**src/rtl/edf_ic_pkg.sv**
```systemverilog
// edf_ic_pkg: register offsets and the wrap-safe deadline compare shared by the EDF interrupt controller.
package edf_ic_pkg;

    localparam logic [31:0] REL_DL_BASE    = 32'h000;
    localparam logic [31:0] ENABLE_OFF     = 32'h100;
    localparam logic [31:0] PENDING_OFF    = 32'h104;
    localparam logic [31:0] IN_SERVICE_OFF = 32'h108;
    localparam logic [31:0] COMPLETE_OFF   = 32'h10C;

    // a is earlier than b when (a - b) mod 2^w is negative; zero-extended operands keep the low w bits exact
    function automatic logic dl_before(input logic [63:0] a, input logic [63:0] b, input int unsigned w);
        logic [63:0] d;
        d = a - b;
        return d[w-1];
    endfunction

endpackage

```
**src/rtl/edf_gw_cell.sv**
```systemverilog
// edf_gw_cell: per-source gateway - rising-edge capture of an absolute deadline, pending and in-service flags.
module edf_gw_cell #(
    parameter int TsWidth = 64
) (
    input  logic               clk_i,
    input  logic               rst_ni,
    input  logic               irq_i,
    input  logic [TsWidth-1:0] mtime_i,
    input  logic [TsWidth-1:0] rel_dl_i,
    input  logic               claim_i,
    input  logic               complete_i,
    output logic               pending_o,
    output logic               in_service_o,
    output logic [TsWidth-1:0] abs_dl_o
);

    logic               r_irq_q;
    logic               r_pending;
    logic               r_in_service;
    logic [TsWidth-1:0] r_abs_dl;
    logic               w_edge;
    logic               w_cap;

    assign w_edge = irq_i & ~r_irq_q;
    // an edge coalesces into an existing request unless that request is being claimed right now
    assign w_cap  = w_edge & (~r_pending | claim_i);

    always_ff @(posedge clk_i or negedge rst_ni) begin
        if (!rst_ni) begin
            r_irq_q      <= 1'b0;
            r_pending    <= 1'b0;
            r_in_service <= 1'b0;
            r_abs_dl     <= '1;
        end else begin
            r_irq_q      <= irq_i;
            r_pending    <= w_cap | (r_pending & ~claim_i);
            r_in_service <= claim_i | (r_in_service & ~complete_i);
            if (w_cap) r_abs_dl <= mtime_i + rel_dl_i;
        end
    end

    assign pending_o    = r_pending;
    assign in_service_o = r_in_service;
    assign abs_dl_o     = r_abs_dl;

endmodule

```
**src/rtl/edf_ic_nested.sv**
```systemverilog
// edf_ic_nested: earliest-deadline-first interrupt controller with nested preemption,
// claim handshake toward the core and a memory-mapped config/complete window.
module edf_ic_nested
    import edf_ic_pkg::*;
#(
    parameter int          NrIrqs   = 8,
    parameter int          TsWidth  = 64,
    parameter logic [31:0] BaseAddr = '0,
    localparam int         IdWidth  = $clog2(NrIrqs)
) (
    input  logic               clk_i,
    input  logic               rst_ni,
    input  logic               cfg_req_i,
    input  logic               cfg_we_i,
    input  logic [31:0]        cfg_addr_i,
    input  logic [31:0]        cfg_wdata_i,
    output logic [31:0]        cfg_rdata_o,
    input  logic [63:0]        mtime_i,
    input  logic [NrIrqs-1:0]  irq_i,
    output logic [IdWidth-1:0] irq_id_o,
    output logic [TsWidth-1:0] irq_dl_o,
    output logic               irq_valid_o,
    input  logic               irq_ready_i
);

    logic [31:0]        r_rel_dl [NrIrqs];
    logic [NrIrqs-1:0]  r_enable;
    logic [31:0]        r_rdata;
    logic [IdWidth-1:0] r_id;
    logic [TsWidth-1:0] r_dl;
    logic               r_valid;

    logic [31:0]        w_off;
    logic [31:0]        w_rel_off;
    logic               w_rel_hit;
    logic [IdWidth-1:0] w_rel_idx;
    logic               w_wr;
    logic [IdWidth-1:0] w_cpl_id;
    logic               w_cpl;
    logic               w_claim;
    logic [31:0]        w_rdata;
    logic [NrIrqs-1:0]  w_pending;
    logic [NrIrqs-1:0]  w_in_service;
    logic [NrIrqs-1:0]  w_cand;
    logic [TsWidth-1:0] w_abs [NrIrqs];

    // arbiter chains: index i holds the best result over sources 0..i-1
    logic [NrIrqs:0]    w_cv;
    logic [IdWidth-1:0] w_cid [NrIrqs+1];
    logic [TsWidth-1:0] w_cdl [NrIrqs+1];
    logic [NrIrqs:0]    w_sv;
    logic [TsWidth-1:0] w_sdl [NrIrqs+1];

    assign w_off     = cfg_addr_i - BaseAddr;
    assign w_rel_off = w_off - REL_DL_BASE;
    assign w_rel_hit = (w_rel_off < 32'(4 * NrIrqs)) && (w_rel_off[1:0] == 2'b00);
    assign w_rel_idx = w_rel_off[IdWidth+1:2];
    assign w_wr      = cfg_req_i & cfg_we_i;
    assign w_cpl_id  = cfg_wdata_i[IdWidth-1:0];
    assign w_cpl     = w_wr && (w_off == COMPLETE_OFF) && (32'(w_cpl_id) < 32'(NrIrqs));
    assign w_claim   = r_valid & irq_ready_i;
    assign w_cand    = w_pending & r_enable & ~w_in_service;

    assign w_rdata = w_rel_hit                  ? r_rel_dl[w_rel_idx] :
                     (w_off == ENABLE_OFF)      ? 32'(r_enable) :
                     (w_off == PENDING_OFF)     ? 32'(w_pending) :
                     (w_off == IN_SERVICE_OFF)  ? 32'(w_in_service) : '0;

    always_ff @(posedge clk_i or negedge rst_ni) begin
        if (!rst_ni) begin
            r_rel_dl <= '{default: '0};
            r_enable <= '0;
            r_rdata  <= '0;
        end else begin
            if (w_wr && w_rel_hit) r_rel_dl[w_rel_idx] <= cfg_wdata_i;
            if (w_wr && w_off == ENABLE_OFF) r_enable <= cfg_wdata_i[NrIrqs-1:0];
            r_rdata <= (cfg_req_i && !cfg_we_i) ? w_rdata : '0;
        end
    end

    assign w_cv[0]  = 1'b0;
    assign w_cid[0] = '0;
    assign w_cdl[0] = '1;
    assign w_sv[0]  = 1'b0;
    assign w_sdl[0] = '1;

    for (genvar i = 0; i < NrIrqs; i++) begin : g_src
        logic w_take;
        logic w_stake;

        edf_gw_cell #(.TsWidth(TsWidth)) u_cell (
            .clk_i        (clk_i),
            .rst_ni       (rst_ni),
            .irq_i        (irq_i[i]),
            .mtime_i      (mtime_i[TsWidth-1:0]),
            .rel_dl_i     (TsWidth'(r_rel_dl[i])),
            .claim_i      (w_claim && r_id == IdWidth'(i)),
            .complete_i   (w_cpl && w_cpl_id == IdWidth'(i)),
            .pending_o    (w_pending[i]),
            .in_service_o (w_in_service[i]),
            .abs_dl_o     (w_abs[i])
        );

        // strict compare keeps the lower ID on equal deadlines
        assign w_take    = w_cand[i] & (~w_cv[i] | dl_before(64'(w_abs[i]), 64'(w_cdl[i]), TsWidth));
        assign w_cv[i+1] = w_cv[i] | w_cand[i];
        assign w_cid[i+1] = w_take ? IdWidth'(i) : w_cid[i];
        assign w_cdl[i+1] = w_take ? w_abs[i] : w_cdl[i];

        assign w_stake    = w_in_service[i] & (~w_sv[i] | dl_before(64'(w_abs[i]), 64'(w_sdl[i]), TsWidth));
        assign w_sv[i+1]  = w_sv[i] | w_in_service[i];
        assign w_sdl[i+1] = w_stake ? w_abs[i] : w_sdl[i];
    end

    // a claim masks valid for one cycle so the claimed source is never re-presented from stale state
    always_ff @(posedge clk_i or negedge rst_ni) begin
        if (!rst_ni) begin
            r_id    <= '0;
            r_dl    <= '1;
            r_valid <= 1'b0;
        end else begin
            r_valid <= w_cv[NrIrqs] && !w_claim &&
                       (!w_sv[NrIrqs] || dl_before(64'(w_cdl[NrIrqs]), 64'(w_sdl[NrIrqs]), TsWidth));
            r_dl    <= w_cv[NrIrqs] ? w_cdl[NrIrqs] : '1;
            if (w_cv[NrIrqs]) r_id <= w_cid[NrIrqs];
        end
    end

    assign cfg_rdata_o = r_rdata;
    assign irq_id_o    = r_id;
    assign irq_dl_o    = r_dl;
    assign irq_valid_o = r_valid;

endmodule
```
**config.mk**
```make
export PLATFORM = sky130hd
export DESIGN_NAME = edf_ic_nested
export DESIGN_NICKNAME = d
export VERILOG_FILES = /design/src/rtl/edf_ic_pkg.sv /design/src/rtl/edf_gw_cell.sv /design/src/rtl/edf_ic_nested.sv
export SDC_FILE = /design/constraint.sdc
export NUM_CORES = 2
export LEC_CHECK = 0
export ABC_CLOCK_PERIOD_IN_PS = 43100
export BUFFER_PORTS_ARGS = -buffer_cell sky130_fd_sc_hd__buf_2
export CAP_MARGIN = 10
export CORE_ASPECT_RATIO = 2
export CORE_MARGIN = 1
export CORE_UTILIZATION = 45
export CTS_CLUSTER_DIAMETER = 60
export DETAILED_ROUTE_END_ITERATION = 10
export GPL_TIMING_DRIVEN = 0
export MAX_ROUTING_LAYER = met4
export PLACE_DENSITY = 0.58
export SYNTH_ARGS = -nofsm -noshare
export SYNTH_HDL_FRONTEND = slang
export SYNTH_SLANG_ARGS = --single-unit
export TNS_END_PERCENT = 50
```
**constraint.sdc**
```tcl
create_clock -name clk_i -period 43.1 [get_ports clk_i]
set_input_delay 4.31 -clock clk_i [delete_from_list [all_inputs] [get_ports clk_i]]
set_output_delay 4.31 -clock clk_i [all_outputs]
set_load 0.01 [all_outputs]
```
# After elaboration in Yosys (flattened, before gate mapping)
# Cells that the tools add are included.
# Widths: inputs -> output; s select.
# word_totals
regBits,900
inputBits,141
output_inout_bits,100
wordCells,305
# op_classes
add_sub_neg,23
n_lt_le_gt_ge,3
eq_ne,18
muxes,35
bitwise_logic,150
reduce_logical,31
# ops
operator,n
$mux 64,17
$sub 64x64->64,15
$add 64x32->64,8
$bwmux 256,1
$mux 32,5
$eq 32x9->1 const B,4
$bmux 32 s3,1
$demux 32 s3,1
$or 1x1->1,52
$and 1x1->1,48
$not 1->1,46
$lt 32x6->1 const B,1
$eq 3x3->1 const B,8
$logic_and 1x1->1,24
$mux 8,3
$and 8x8->8,2
$eq 3x2->1 const B,4
$mux 3,4
$not 8->8,1
$eq 3x1->1 const B,2
$logic_not 3->1,2
$ge 4x4->1 const B,1
$lt 4x1->1 const B,1
$mux 2,2
5 further kinds,7

# Longest topological paths before layout
# logic_depth
word_depth,34
ltp_mapped,165
ltp_nobuf,147

# By module
# A second synthesis with hierarchy kept.
# unflattened
cells_unflattened,12649
hier_area_um2,100806.7
# by_module_without_submodules
mod,n_inst,cells_per_inst,area_per_inst_um2,seq_area_each_um2
edf_ic_nested,1,6281,49723.9,9188.8
edf_gw_cell at g_src[0].u_cell ...,5,814,6508.7,1756.7
edf_gw_cell at g_src[4].u_cell ...,3,766,6179.7,1756.7

# Worst setup path after synthesis
# Ideal clock, no wire load.
# synth_path
kind,register to register
start,register g_src[0].u_cell.r_in_service
end,register r_valid (netlist: irq_valid_o)
setup_time_ns,0.121
arrival_time_ns,28.827
setup_slack_ns,14.152
path_stages_with_launch,164
n_path_buf,26
period_less_slack_ns,28.948
path_cell_list,dfrtp_1 clkbuf_1 nand3b_1 buf_2 buf_1 nor2_1 ha_1 nand4_1 or4_1 nor4_2 and4_1 nor4_1 a211oi_2 nand3_2 buf_6 clkbuf_1 clkbuf_1 nand2_1 [... 128 more ...] a21oi_1 ha_1 a21oi_1 nor2b_1 o21ai_0 nand2b_1 a21oi_1 nor2b_1 o21ai_0 nand2b_1 a21oi_1 nor3_1 a2111oi_0 o2111ai_1 or2_2 a211oi_1 o221ai_1 and4b_1
# synth_between
elab_chain_cells,34
# synth_lines
element,line_no,source
from (decl),edf_gw_cell.sv:19,logic r_in_service;
from (signal assigned),edf_gw_cell.sv:37,r_in_service <= claim_i | (r_in_service & ~complete_i);
$not 8->8,edf_ic_nested.sv:62,assign w_cand = w_pending & r_enable & ~w_in_service;
$and 8x8->8,edf_ic_nested.sv:62,
$mux 64,edf_ic_nested.sv:108,assign w_cdl[i+1] = w_take ? w_abs[i] : w_cdl[i];
$sub 64x64->64,edf_ic_pkg.sv:13,d = a - b;
$or 1x1->1,edf_ic_nested.sv:105,"assign w_take = w_cand[i] & (~w_cv[i] | dl_before(64'(w_abs[i]), 64'(w_cdl[i]), TsWidth));"
$and 1x1->1,edf_ic_nested.sv:105,
$mux 64,edf_ic_nested.sv:108,
$sub 64x64->64,edf_ic_pkg.sv:13,
[... 18 more ...],--,
$mux 64,edf_ic_nested.sv:108,
$sub 64x64->64,edf_ic_pkg.sv:13,
$or 1x1->1,edf_ic_nested.sv:105,
$and 1x1->1,edf_ic_nested.sv:105,
$mux 64,edf_ic_nested.sv:108,
$sub 64x64->64,edf_ic_pkg.sv:13,
$logic_or 1x1->1,edf_ic_nested.sv:123,"(!w_sv[NrIrqs] || dl_before(64'(w_cdl[NrIrqs]), 64'(w_sdl[NrIrqs]), TsWidth));"
$logic_and 1x1->1 *,edf_ic_nested.sv:122,r_valid <= w_cv[NrIrqs] && !w_claim &&
to (signal assigned),edf_ic_nested.sv:122,
to (decl),edf_ic_nested.sv:31,logic r_valid;
# Mark *: on every way between the ends. The rest lies on a longest branch, timed or not.
# A chain may end at the register's enable or synchronous reset.

# Worst setup path after layout
# Ends and elaborated chain as after synthesis.

==> results.md <==
- Count of flip-flops with a built-in enable after synthesis: 0
- Buffer count from post-CTS setup fixing: 0
- Post-Syn Area: a little over 80000 sq um
- Final TNS setup: 0 ns
- Std-Cell Rows: 221
- Worst path max stage delay: 0.86 ns
- Clk pwr share: 0.188
- Post-synth cell types: 105
- Post-DP HPWL: 345 mm
- Final Hold Vio Count: 0
- CTS clk-pin slew, worst paths: about 0.070 ns
- Largest net degree at the start of global routing: 126
- Met3 Usage GRT: 0.0623
- WL per Instance: ~33 um
- Logic pwr share: 0.592
- Share of cells above drive strength 1: 0.165
- Most common cell on crit path: a21oi_1
- Status: finished, final reports clean
- Most Used Layer, Global Route: met2
- Slowest CP cell: a2111oi_2
- Clock buffer depth: 3
- CTS tree: done
- Sequential area share after synthesis: 0.283
- Final setup vio count: 0
- Clock Skew: ~0.033 ns
- Via density: 6.24
- Slew Limit Fails: 0
- RSZ-0062 raised after global routing: no
- Synth warn: 0
- Mean post-synth cell area: roughly 8.5 sq um
- Worst Setup Start Kind: flip-flop
- Dpl ws: 1.50 ns
- Max Clock Freq: 24.1 MHz
- Ys async rst share: 1.00
- DIE WIDTH: slightly above 300 um
- Crit path required time: 43.75 ns
- Skew-Pair Late Insertion Delay: 0.79 ns
- Hold_buf cts: 0
- Slack of the critical path: about 1.7 ns
- Global-route met1 utilization: 0.408
- Core area: 181000 sq um
- Initial antenna violation count: 31
- Die Area: 184000 sq um
- Syn Inst Count: 9671
- Port bufs: 226
- GR met2 Demand/Resource: 0.748
- Leak Pwr: 43.4 nW
- Worst-Margin Slew: roughly 1.5 ns
- Max-slew headroom: 0.0127
- Yosys reg bits: 900
- Starting DRT DRC Count: 6445
- Hold WS: 0.441 ns
- Data arrival, critical path: 42.07 ns
- Max IR drop VDD: a little under 0.04 mV
- Nets: roughly 11000
- Clk sinks: 900
- Critical-path maximum fanout: 11
- Global-route wire length before repair: around 560 mm
- Vias in the first global route: 78200
- DRT Wirelength: approximately 410 mm
- All-Layer GR Usage: 0.450
- PostCTS Resize Cnt: 0
- First-pass iteration count of the detailed router: 6
- Area Growth Syn to Fin: 10.1%
- P_sw: between 2 and 3 mW
- Worst min path class: reg -> reg
- Critical path class: reg -> reg
- GRT overflow: 0
- Max_cap viols: 0
- Antenna-violating nets left: 0
- I/O pin count: between 200 and 250
- Worst setup EP type: flip-flop
- Switching power share of the total: 0.485
- Root Driver: clkbuf_16
- Pint: 2.66 mW
- Final RePlAce weighted congestion: between 1 and 1.5
- Syn Nets: 11000
- Remaining DRCs: 0
- H-tree depth: 3
- Seq pwr share: 0.219
- Period utilisation layout: 0.961
- Main synth FF type: dfstp_2
- Min Tclk post-route: 41.42 ns
- CTS Buf Count: 102
- DR vias: 77900
- Power per cell area: 57.1 nW/um^2
- Initial Utilization: 0.453
- Die height: between 600 and 700 um
## cell usage in the layout (no fill, tap or decap), types with 149 or more instances in the layout
cell type  count
ha_1        1134
nand2_1      984
o21ai_0      904
a21oi_1      864
nor2_1       825
inv_1        797
dfstp_2      576
mux2_2       466
xnor2_1      360
dfrtp_1      324
clkbuf_1     304
buf_2        257
a21o_1       239
mux2i_1      221
nand4_1      199
nor2b_1      149
## worst max-delay path, delay by kind of cell, from the launching register on
| family | cells | cell delay, ns |
|---|---|---|
| AO/OA/AOI/OAI | 70 | 16.32 |
| XOR/XNOR | 1 | 0.20 |
| adder cells (fa/ha/maj) | 8 | 1.94 |
| buffers and inverters | 26 | 12.45 |
| flip-flops | 1 | 0.42 |
| multiplexers | 5 | 2.38 |
| AND/OR/NAND/NOR | 50 | 7.41 |
## area by class of cell
cell class              instances  area, sq um
inverters                     797         2990
clock inverters                58          676
repair buffers                255         1590
diodes                         38         95.1
multi-input cells            7548        54300
clock buffers                 134         2900
flip-flops and latches        900        23200
fillers                     18000        90700
well taps                    2341         2930
plain buffers                 425         1700
## sequential cells by signal, indices dropped and copies added (netlist names)
| name | count |
|---|---|
| g_src.u_cell.pending_o | 8 |
| g_src.u_cell.in_service_o | 8 |
| irq_id_o | 3 |
| cfg_rdata_o | 32 |
| r_rel_dl | 256 |
| irq_valid_o | 1 |
| g_src.u_cell.abs_dl_o | 512 |
| g_src.u_cell.r_irq_q | 8 |
| irq_dl_o | 64 |
| r_enable | 8 |
## final timing paths
path,start,depth (start not counted),end,slack (ns)
min reg2reg,g_src[0].u_cell.r_irq_q,1,g_src[0].u_cell.pending_o,0.44
max,g_src[0].u_cell.in_service_o,160,irq_valid_o,1.68
min,g_src[0].u_cell.r_irq_q,1,g_src[0].u_cell.pending_o,0.44
max reg2reg,g_src[0].u_cell.in_service_o,160,irq_valid_o,1.68
max in group asynchronous,rst_ni,4,g_src[5].u_cell.abs_dl_o[62],37.37
min in group asynchronous,rst_ni,1,r_rel_dl[242],3.52
## Yosys cell counts, types with 142 or more instances
cell	count	share of area
a21oi_1	865	0.053
nand2b_1	142	0.011
nand4_1	199	0.015
xnor2_1	360	0.038
inv_1	797	0.036
mux2_2	466	0.064
dfrtp_1	324	0.099
nand2_1	984	0.045
ha_1	1134	0.17
nor2b_1	149	0.011
dfstp_2	576	0.18
nor2_1	825	0.038
a21o_1	239	0.022
clkbuf_1	302	0.014
o21ai_0	904	0.055
mux2i_1	221	0.027
## cells by family after synthesis
kind of cell               share of synthesized area
AOI/OAI and AO/OA                              0.179
xor gates and xnor gates                      0.0473
adders and majority gates                      0.176
buffers and inverters                         0.0567
DFF                                            0.283
muxes                                          0.109
and+or+nand+nor                                0.150
## routing by layer
| layer | up-vias | wire (um) |
|---|---|---|
| li1 | 34900 | - |
| met1 | 37500 | 130000 |
| met2 | 3625 | 196000 |
| met3 | 1926 | 21500 |
| met4 | 0 | 62500 |
| met5 | - | 0 |
## per-stage QoR
stage | instance area, sq um | instances | power [mW] | util
after floorplan | 82100 | 9671 | 2.96 | -
after global placement | 86200 | 12200 | 4.05 | 0.476
after detailed placement | 86600 | 12300 | 4.12 | 0.478
after CTS | 90200 | 12500 | 5.10 | 0.498
after global routing | 90400 | 12500 | 5.46 | 0.499
final | 90400 | 12500 | 5.17 | 0.499
## power by group through the flow
stage	Clock, mW	Combinational [mW]	Sequential, mW
after floorplan	0	1.88	1.07
after global placement	0	2.91	1.14
after detailed placement	0	2.98	1.14
after CTS	0.982	3.00	1.13
after global routing	1.01	3.31	1.14
final	0.973	3.06	1.13
Note: power is estimated with default switching activity, not from simulation.
